<file path="config.mk">
export PLATFORM = sky130hd
export DESIGN_NAME = uart_tx_arb
export DESIGN_NICKNAME = d
export VERILOG_FILES = /design/src/rtl/uart_pkg.sv /design/src/rtl/uart_rr_pick.sv /design/src/rtl/uart_tx_arb.sv
export SDC_FILE = /design/constraint.sdc
export NUM_CORES = 1
export LEC_CHECK = 0
export CORE_ASPECT_RATIO = 1.2
export CORE_MARGIN = 10
export CORE_UTILIZATION = 46
export CTS_CLUSTER_DIAMETER = 100
export DETAILED_ROUTE_END_ITERATION = 16
export GPL_TIMING_DRIVEN = 0
export HOLD_SLACK_MARGIN = 0.02
export PLACE_DENSITY = 0.85
export REMOVE_ABC_BUFFERS = 1
export SKIP_CTS_REPAIR_TIMING = 1
export SYNTH_ARGS = -nofsm -noshare
export SYNTH_HDL_FRONTEND = slang
export SYNTH_SLANG_ARGS = --single-unit
</file>
<file path="constraint.sdc">
create_clock -name CLKip -period 2.3 [get_ports CLKip]
set_input_delay 0.575 -clock CLKip [delete_from_list [all_inputs] [get_ports CLKip]]
set_output_delay 0.575 -clock CLKip [all_outputs]
set_load 0.02 [all_outputs]
</file>
<file path="src/rtl/uart_pkg.sv">
// Shared types and defaults for the uart_tx arbiter.
// Optional launch timeout is enabled with `define UART_ARB_TIMEOUT_EN.
package uart_pkg;

  typedef enum logic [1:0] {
    IDLE    = 2'd0,
    LAUNCH  = 2'd1,
    WAIT_TX = 2'd2,
    RELEASE = 2'd3
  } arb_state_t;

  localparam int unsigned TIMEOUT_CYC_DFLT = 64;

endpackage

</file>
<file path="src/rtl/uart_rr_pick.sv">
// Round-robin pick: first set request scanning from ptr upwards, modulo N_REQ.
module uart_rr_pick #(
  parameter  int unsigned N_REQ = 4,
  localparam int unsigned PW    = $clog2(N_REQ)
) (
  input  logic [N_REQ-1:0] req,
  input  logic [PW-1:0]    ptr,
  output logic             valid,
  output logic [PW-1:0]    w
);

  logic [PW-1:0] idx;

  // Scan from the farthest offset down so the nearest set request wins last.
  always_comb begin
    valid = |req;
    w     = '0;
    idx   = '0;
    for (int i = N_REQ - 1; i >= 0; i--) begin
      idx = PW'((int'(ptr) + i) % N_REQ);
      if (req[idx]) w = idx;
    end
  end

endmodule

</file>
<file path="src/rtl/uart_tx_arb.sv">
// Round-robin scheduler sharing one uart_tx among N_REQ byte producers.
// `define UART_ARB_TIMEOUT_EN adds a launch timeout that aborts with ERRo.
module uart_tx_arb
  import uart_pkg::*;
#(
  parameter int unsigned N_REQ     = 4,
  parameter int unsigned DATA_WDTH = 8
`ifdef UART_ARB_TIMEOUT_EN
  , parameter int unsigned TIMEOUT_CYC = TIMEOUT_CYC_DFLT
`endif
) (
  input  logic                       CLKip,
  input  logic                       RSTni,
  input  logic [N_REQ-1:0]           REQi,
  input  logic [N_REQ*DATA_WDTH-1:0] DATAi,
  output logic [N_REQ-1:0]           GNTo,
  output logic [N_REQ-1:0]           ACKo,
  output logic                       ERRo,
  output logic                       TX_ENo,
  output logic [DATA_WDTH-1:0]       TXo,
  input  logic                       TX_BUSYi
);

  localparam int unsigned PW = $clog2(N_REQ);

  arb_state_t           state_q, state_n;
  logic [PW-1:0]        ptr_q, ptr_n;
  logic [PW-1:0]        w_q, w_n;
  logic                 busy_q, busy_n;
  logic [N_REQ-1:0]     gnt_q, gnt_n;
  logic [N_REQ-1:0]     ack_q, ack_n;
  logic                 tx_en_q, tx_en_n;
  logic [DATA_WDTH-1:0] tx_q, tx_n;
  logic                 pick_valid;
  logic [PW-1:0]        pick_w;

`ifdef UART_ARB_TIMEOUT_EN
  localparam int unsigned CW = $clog2(TIMEOUT_CYC + 1);
  logic [CW-1:0] cnt_q, cnt_n;
  logic          err_q, err_n;
`endif

  uart_rr_pick #(.N_REQ(N_REQ)) u_pick (
    .req   (REQi),
    .ptr   (ptr_q),
    .valid (pick_valid),
    .w     (pick_w)
  );

  // State and output registers.
  always_ff @(posedge CLKip or negedge RSTni) begin
    if (!RSTni) begin
      state_q <= IDLE;
      ptr_q   <= '0;
      w_q     <= '0;
      busy_q  <= 1'b0;
      gnt_q   <= '0;
      ack_q   <= '0;
      tx_en_q <= 1'b0;
      tx_q    <= '0;
`ifdef UART_ARB_TIMEOUT_EN
      cnt_q   <= '0;
      err_q   <= 1'b0;
`endif
    end else begin
      state_q <= state_n;
      ptr_q   <= ptr_n;
      w_q     <= w_n;
      busy_q  <= busy_n;
      gnt_q   <= gnt_n;
      ack_q   <= ack_n;
      tx_en_q <= tx_en_n;
      tx_q    <= tx_n;
`ifdef UART_ARB_TIMEOUT_EN
      cnt_q   <= cnt_n;
      err_q   <= err_n;
`endif
    end
  end

  // Grant, launch, wait for frame end, release with ACK.
  always_comb begin
    state_n = state_q;
    ptr_n   = ptr_q;
    w_n     = w_q;
    busy_n  = busy_q;
    gnt_n   = gnt_q;
    ack_n   = '0;
    tx_en_n = tx_en_q;
    tx_n    = tx_q;
`ifdef UART_ARB_TIMEOUT_EN
    cnt_n   = '0;
    err_n   = 1'b0;
`endif
    case (state_q)
      IDLE: begin
        if (pick_valid) begin
          w_n     = pick_w;
          gnt_n   = N_REQ'(1) << pick_w;
          tx_n    = DATAi[pick_w*DATA_WDTH +: DATA_WDTH];
          tx_en_n = 1'b1;
          state_n = LAUNCH;
        end
      end
      LAUNCH: begin
`ifdef UART_ARB_TIMEOUT_EN
        cnt_n = cnt_q + CW'(1);
`endif
        // Keep TX_EN up until uart_tx reports busy through its input sync.
        if (TX_BUSYi) begin
          tx_en_n = 1'b0;
          busy_n  = 1'b1;
          state_n = WAIT_TX;
        end
`ifdef UART_ARB_TIMEOUT_EN
        else if (cnt_q == CW'(TIMEOUT_CYC - 1)) begin
          tx_en_n = 1'b0;
          ack_n   = N_REQ'(1) << w_q;
          err_n   = 1'b1;
          state_n = RELEASE;
        end
`endif
      end
      WAIT_TX: begin
        busy_n = TX_BUSYi;
        if (busy_q && !TX_BUSYi) begin
          ack_n   = N_REQ'(1) << w_q;
          state_n = RELEASE;
        end
      end
      RELEASE: begin
        gnt_n   = '0;
        busy_n  = 1'b0;
        ptr_n   = (w_q == PW'(N_REQ - 1)) ? '0 : w_q + PW'(1);
        state_n = IDLE;
      end
      default: state_n = IDLE;
    endcase
  end

  assign GNTo   = gnt_q;
  assign ACKo   = ack_q;
  assign TX_ENo = tx_en_q;
  assign TXo    = tx_q;
`ifdef UART_ARB_TIMEOUT_EN
  assign ERRo   = err_q;
`else
  assign ERRo   = 1'b0;
`endif

endmodule

</file>
==> results of run 1 <==
[stage by stage]
stage	TNS (ns)	total power [µW]
5_1_grt	0	2340
3_5_place_dp	-6.63	1940
6_report	0	2170
4_1_cts	-2.04	2170
3_3_place_gp	-6.25	1880
2_1_floorplan	0	1470
[synthesized netlist by cell type (2+ instances only)]
cell	n
sky130_fd_sc_hd__a21oi_1	3
sky130_fd_sc_hd__and3_1	4
sky130_fd_sc_hd__buf_2	3
sky130_fd_sc_hd__buf_4	4
sky130_fd_sc_hd__dfrtp_1	24
sky130_fd_sc_hd__ha_1	8
sky130_fd_sc_hd__inv_1	10
sky130_fd_sc_hd__mux2i_1	16
sky130_fd_sc_hd__nand2_1	15
sky130_fd_sc_hd__nand2b_1	3
sky130_fd_sc_hd__nor2_1	2
sky130_fd_sc_hd__nor2b_1	2
sky130_fd_sc_hd__o211ai_1	4
sky130_fd_sc_hd__o21ai_0	6
sky130_fd_sc_hd__o221ai_1	8
sky130_fd_sc_hd__o31ai_1	3
sky130_fd_sc_hd__o31ai_2	2
[where the power goes]
part           switching, µW  internal, µW  leakage [µW]  total [µW]
Sequential               115           594      0.000303         709
Clock                    131          97.0     0.0000210         228
Combinational            661           570      0.000577        1230
[worst max-delay path by stage]
stage | slack, ns | start | cells after the start | to
after global placement | -0.52 | REQi[3] | 5 | TXo[5]
after floorplan | 0.36 | REQi[1] | 5 | TXo[0]
final | 0.14 | REQi[3] | 5 | TXo[7]
after detailed placement | -0.56 | REQi[3] | 5 | TXo[6]
after CTS | -0.21 | REQi[3] | 5 | TXo[4]
after global routing | 0.01 | REQi[3] | 5 | TXo[7]
[state kept, by name, indices dropped and copies added (netlist names)]
name,cells
state_q,2
w_q,2
ACKo,4
busy_q,1
GNTo,4
ptr_q,2
TX_ENo,1
TXo,8
[metal layers]
metal	wire length, µm	global-route usage, %	vias up	share of wire, %
met1	1300	12.5	547	37
met4	53	4.74	0	1.5
met2	1690	21.0	55	48
li1	-	-	570	-
met3	493	8.58	5	14
met5	0	0	-	0
[cell type report]
class                           instances  share of cell area (%)
Clock buffer                            4                    1.85
Inverter                               10                    1.92
Multi-Input combinational cell         89                    35.2
Sequential cell                        24                    30.7
Tap cell                               34                    2.17
Timing Repair Buffer                   55                    28.1
[tightest hold or removal path, cell delays in order, from the launching register on]
cell	delay [ns]
sky130_fd_sc_hd__dfrtp_1	0.37
sky130_fd_sc_hd__nand2_1	0.05
sky130_fd_sc_hd__o221ai_1	0.06
[kinds of logic (layout without fill, tap and decap cells)]
family,count (synthesis),count (layout),share of synthesized area [%]
buffers and inverters,18,69,6.84
multiplexers,17,17,12.5
flip-flops,24,24,43.8
adder cells (fa/ha/maj),8,8,7.29
other,1,1,0.273
AND/OR/NAND/NOR,31,31,11.7
AO/OA/AOI/OAI,32,32,17.7
==> summary.md, run 1 <==
| Metric | Value |
|---|---|
| Status | `completed` |
| TritonCTS Buffers | `3` |
| Signal arrival time at the worst endpoint | `2.36 ns` |
| Leading cell types in the layout, fill and taps excluded | `55 x sky130_fd_sc_hd__clkdlybuf4s50_1, 24 x sky130_fd_sc_hd__dfrtp_1, 16 x sky130_fd_sc_hd__mux2i_1` |
| Final design instance area without fill | `roughly 0.002 mm²` |
| Time the worst path needs with I/O delays and setup | `around 2.2 ns` |
| Clock tree from TritonCTS | `done` |
| Register-to-Register Setup Slack | `between 0.4 and 0.5 ns` |
| Placed Instance Area | `approximately 0.0019 mm²` |
| Count of different cell masters after synthesis | `31` |
| Vias per std cell | `about 5.4` |
| Worst Setup End Kind | `flip-flop` |
| Net count, final | `between 200 and 250` |
| Area of the multi-input gates | `689 µm²` |
| Crit path largest cell delay | `roughly 0.49 ns` |
| Clock latency at the later pin of the worst-skew pair | `0.32 ns` |
| Clock edge transition at the registers on the reported setup and hold paths | `roughly 0.13 ns` |
| Global-route wire length before repair | `a little under 6000 µm` |
| Family with the most delay on the worst path | `simple AND/OR/NAND/NOR gates` |
| Number of primary I/O pins | `between 50 and 60` |
| CTS H-tree depth | `1` |
| Register area share after synthesis | `a little over two fifths` |
| Total count of hold-check failures in the final report | `0` |
| Reported max-cap violation count | `0` |
| Area overhead of the layout relative to synthesis | `42.6%` |
| Dominant synthesized flop cell | `sky130_fd_sc_hd__dfrtp_1` |
| Share of the synthesized area in the top cell type | `a little over two fifths` |
| Number of storage elements in the synthesis netlist | `24` |
| Hold Path Stages | `2` |
| Critical R2R Launch | `state_q[0]` |
| HP Class | `reg2reg` |
| Num rows | `21` |
| Average size of a mapped cell | `10.5 µm²` |
| Endpoint of the worst-slack reg-to-reg timing path | `GNTo[2]` |
| Leak Pwr | `0.000901 µW` |
| Slew HR | `29.8%` |
| Final-layout fill cell count | `between 200 and 250` |
| Synthesized netlist cell count | `about 130` |
| Setup Slack @ Placement | `-0.556 ns` |
| DR WL/cell | `approximately 16 µm` |
| Maximum root-to-sink buffer count | `2` |
| Overall via count from detail_route | `between 1000 and 1500` |
| Smallest hold slack | `0.502 ns` |
| Placed Cells incl. Taps | `approximately 210` |
| Standard cell core area | `0.00284 mm²` |
| Share of the clock period used by the worst path | `a little over nine tenths` |
| DRT Pass-1 Iters | `4` |
| Routed Antenna Nets | `0` |
| Util after Layout | `69.0%` |
| Unrepaired setup endpoints after global routing | `no` |
| Area of the mapped netlist | `0.00137 mm²` |
| Chip Width | `around 70 µm` |
| Hold_sp | `TXo[1]` |
| Cell types occupying the most area after synthesis | `sky130_fd_sc_hd__dfrtp_1 44%, sky130_fd_sc_hd__mux2i_1 12%, sky130_fd_sc_hd__ha_1 7.3%, sky130_fd_sc_hd__o221ai_1 5.1%, sky130_fd_sc_hd__nand2_1 4.1%` |
| Max FO, Critical Path | `17` |
| Post-layout worst setup margin | `between 0.1 and 0.15 ns` |
| Height of the chip | `around 80 µm` |
| Port Buf Inserts | `55` |
| Chain of cells forming the critical path | `clkdlybuf4s50_1 > nor4_2 > nand2b_4 > nand2b_2 > o221ai_1` |
| Post-route non-filler standard cell count | `roughly 220` |
| Dominant cell type by area after synthesis | `sky130_fd_sc_hd__dfrtp_1` |
| Proportion of register bits with asynchronous set or reset after synthesis | `100%` |
| Worst-case hold path end point | `TXo[1]` |
| Most frequent standard cell in the layout excluding fill and tap cells | `sky130_fd_sc_hd__clkdlybuf4s50_1` |
| Power per cell area | `1110 mW/mm²` |
| Drc violations | `0` |
| Final Skew | `about 0.0035 ns` |
| Number of enable flip-flop cells after synthesis | `0` |
| Fraction of final layout cells sized beyond drive strength 1 | `between 6 and 7%` |
| Largest net degree at the start of global routing | `25` |
| Initial antenna violation count | `0` |
| Post-detail-place hpwl | `between 2000 and 3000 µm` |
| Final setup violation count | `0` |
| Clock sinks | `24` |
| Vias in the first global route | `1275` |
| Worst-Margin Slew | `between 1 and 1.5 ns` |
| Cell at the root of the clock tree | `sky130_fd_sc_hd__clkbuf_4` |
| Global-route congestion overflow total | `0` |
| Sequential standard cell area | `about 600 µm²` |
| Cell depth of the worst flop-to-flop path | `5` |
| Buffers & Inverters on Critical Path | `1` |
| Drt total wl | `approximately 3500 µm` |
| Fmax | `464 MHz` |
| Antenna diodes | `0` |
| First-iteration detailed-routing DRC count | `15` |
| Initial core utilization | `48.4%` |
| Die Footprint | `0.00558 mm²` |
| Final Max Tran Viols | `0` |
| Global router's overall resource usage | `between 10% and 20%` |
| Maximum vdd ir drop | `between 0.6 and 0.7 mV` |
| Yosys Warn Count | `0` |
| CP max-delay cell | `sky130_fd_sc_hd__clkdlybuf4s50_1` |
| Category of the critical setup timing path | `in2reg` |
| CP required | `~2.5 ns` |
| Critical Path Source Type | `input port` |
| RD Place Congestion | `between 0.7 and 0.8` |
(Power assumes the default switching activity.)
==> inputs of run 2 (changes only) <==
Settings changed: CORE_MARGIN 10 to 3.
==> summary.md, run 2 (synthesis results as in run 1) <==
| Metric | Value |
|---|---|
| Total negative slack | `0 ns` |
| Worst-Margin Slew | `between 1 and 1.5 ns` |
| Clock latency at the later pin of the worst-skew pair | `slightly above 0.3 ns` |
| Slew HR | `28.7%` |
| Chain of cells forming the critical path | `clkdlybuf4s50_1 > nand2b_1 > a21oi_1 > a211o_2 > mux2i_1 > o221ai_1` |
| Standard cell core area | `between 0.002 and 0.003 mm²` |
| Area overhead of the layout relative to synthesis | `44.4%` |
| CTS H-tree depth | `1` |
| Total count of hold-check failures in the final report | `0` |
| Signal arrival time at the worst endpoint | `roughly 2.3 ns` |
| First-iteration detailed-routing DRC count | `24` |
| Clock tree from TritonCTS | `done` |
| Drc violations | `0` |
| DR WL/cell | `14.6 µm` |
| Share of the clock period used by the worst path | `about nine tenths` |
| Final Skew | `about 0.0022 ns` |
| Leak Pwr | `~0.0009 µW` |
| TritonCTS Buffers | `3` |
| Clock sinks | `24` |
| Initial core utilization | `around 49%` |
| Initial antenna violation count | `0` |
| Unrepaired setup endpoints after global routing | `no` |
| Port Buf Inserts | `55` |
| Vias in the first global route | `1238` |
| Leading cell types in the layout, fill and taps excluded | `55 x sky130_fd_sc_hd__clkdlybuf4s50_1, 24 x sky130_fd_sc_hd__dfrtp_1, 16 x sky130_fd_sc_hd__mux2i_1` |
| Category of the critical setup timing path | `in2reg` |
| Height of the chip | `65.8 µm` |
| Fmax | `around 480 MHz` |
| Final setup violation count | `0` |
| Num rows | `21` |
| Reported max-cap violation count | `0` |
| Placed Cells incl. Taps | `about 210` |
| Final-layout fill cell count | `around 210` |
| Time the worst path needs with I/O delays and setup | `between 2 and 2.5 ns` |
| CP max-delay cell | `sky130_fd_sc_hd__clkdlybuf4s50_1` |
| Status | `completed` |
| Critical Path Source Type | `input port` |
| Fraction of final layout cells sized beyond drive strength 1 | `6.59%` |
| Worst Setup End Kind | `flip-flop` |
| Vias per std cell | `5.43` |
| Maximum vdd ir drop | `0.670 mV` |
| DRT Pass-1 Iters | `4` |
| Global-route congestion overflow total | `0` |
| Number of primary I/O pins | `57` |
| Final Max Tran Viols | `0` |
| Post-route non-filler standard cell count | `216` |
| Drt total wl | `3150 µm` |
| Max FO, Critical Path | `20` |
| RD Place Congestion | `between 0.7 and 0.8` |
| Clock edge transition at the registers on the reported setup and hold paths | `0.13 ns` |
| Global-route wire length before repair | `5580 µm` |
| Maximum root-to-sink buffer count | `2` |
| Cell at the root of the clock tree | `sky130_fd_sc_hd__clkbuf_4` |
| Overall via count from detail_route | `approximately 1200` |
| Number of flip-flops in the largest register | `8` |
| Post-detail-place hpwl | `around 2400 µm` |
| Most frequent standard cell in the layout excluding fill and tap cells | `sky130_fd_sc_hd__clkdlybuf4s50_1` |
| Global router's overall resource usage | `a little under a fifth` |
| Antenna diodes | `0` |
| Die Footprint | `roughly 0.0037 mm²` |
| Crit path largest cell delay | `0.51 ns` |
| Largest net degree at the start of global routing | `25` |
| Routed Antenna Nets | `0` |
| HP Class | `reg2reg` |
| Chip Width | `about 56 µm` |
| Net count, final | `230` |
| CP required | `~2.5 ns` |
| Power per cell area | `1130 mW/mm²` |
-- run 2: cell count changes in the layout (fill, tap and decap cells not counted) --
cell                        previous run  this run
sky130_fd_sc_hd__bufinv_16             0         1
sky130_fd_sc_hd__clkbuf_8              1         0
sky130_fd_sc_hd__nor4_2                1         0
sky130_fd_sc_hd__nor4_4                0         1
-- run 2: per-stage QoR --
step / cell area, µm² / worst slack (ns) / util (%) / total power [µW] / hold slack, ns
floorplan: 1320 / 0.356 / - / 1470 / 0.279
global placement: 1910 / -0.521 / 67.9 / 1870 / 0.475
detailed placement: 1910 / -0.605 / 67.9 / 1930 / 0.478
CTS: 1960 / -0.265 / 69.8 / 2230 / 0.513
global route: 1980 / 0.0718 / 70.5 / 2430 / 0.542
finish: 1980 / 0.200 / 70.5 / 2240 / 0.510
-- run 2: final timing paths --
| kind | start | endpoint | slack (ns) | cells after the start |
|---|---|---|---|---|
| min in group asynchronous | RSTni | TX_ENo | 0.83 | 1 |
| worst min-delay path | TXo[5] | TXo[5] | 0.51 | 2 |
| worst min register to register | TXo[5] | TXo[5] | 0.51 | 2 |
| worst max-delay path | REQi[1] | TXo[7] | 0.20 | 6 |
| worst max register to register | state_q[0] | GNTo[3] | 0.48 | 5 |
| max in group asynchronous | RSTni | TXo[7] | 0.84 | 1 |
-- run 2: worst max-delay path: cells and delay by family --
family / cells / cell delay (ns)
muxes: 1 / 0.26
and+or+nand+nor: 1 / 0.19
AOI/OAI and AO/OA: 3 / 0.75
buffers and inverters: 1 / 0.51
-- run 2: power by group --
| part | switching [µW] | leakage (µW) | internal (µW) |
|---|---|---|---|
| Sequential | 123 | 0.000303 | 594 |
| Clock | 127 | 0.0000279 | 176 |
| Combinational | 648 | 0.000579 | 570 |
-- run 2: layout make-up --
| type | count | area (µm²) | share of cell area, % |
|---|---|---|---|
| multi-input cells | 89 | 698 | 35.2 |
| flip-flops and latches | 24 | 601 | 30.3 |
| repair buffers | 55 | 551 | 27.8 |
| well taps | 34 | 42.5 | 2.15 |
| inverters | 10 | 37.5 | 1.89 |
| clock inverters | 1 | 30.0 | 1.52 |
| clock buffers | 3 | 22.5 | 1.14 |
-- run 2: layer usage --
metal | track usage (%) | wire (µm)
met5 | 0 | 0
met1 | 23.0 | 1210
met4 | 6.23 | 45
met3 | 6.64 | 311
met2 | 32.0 | 1580
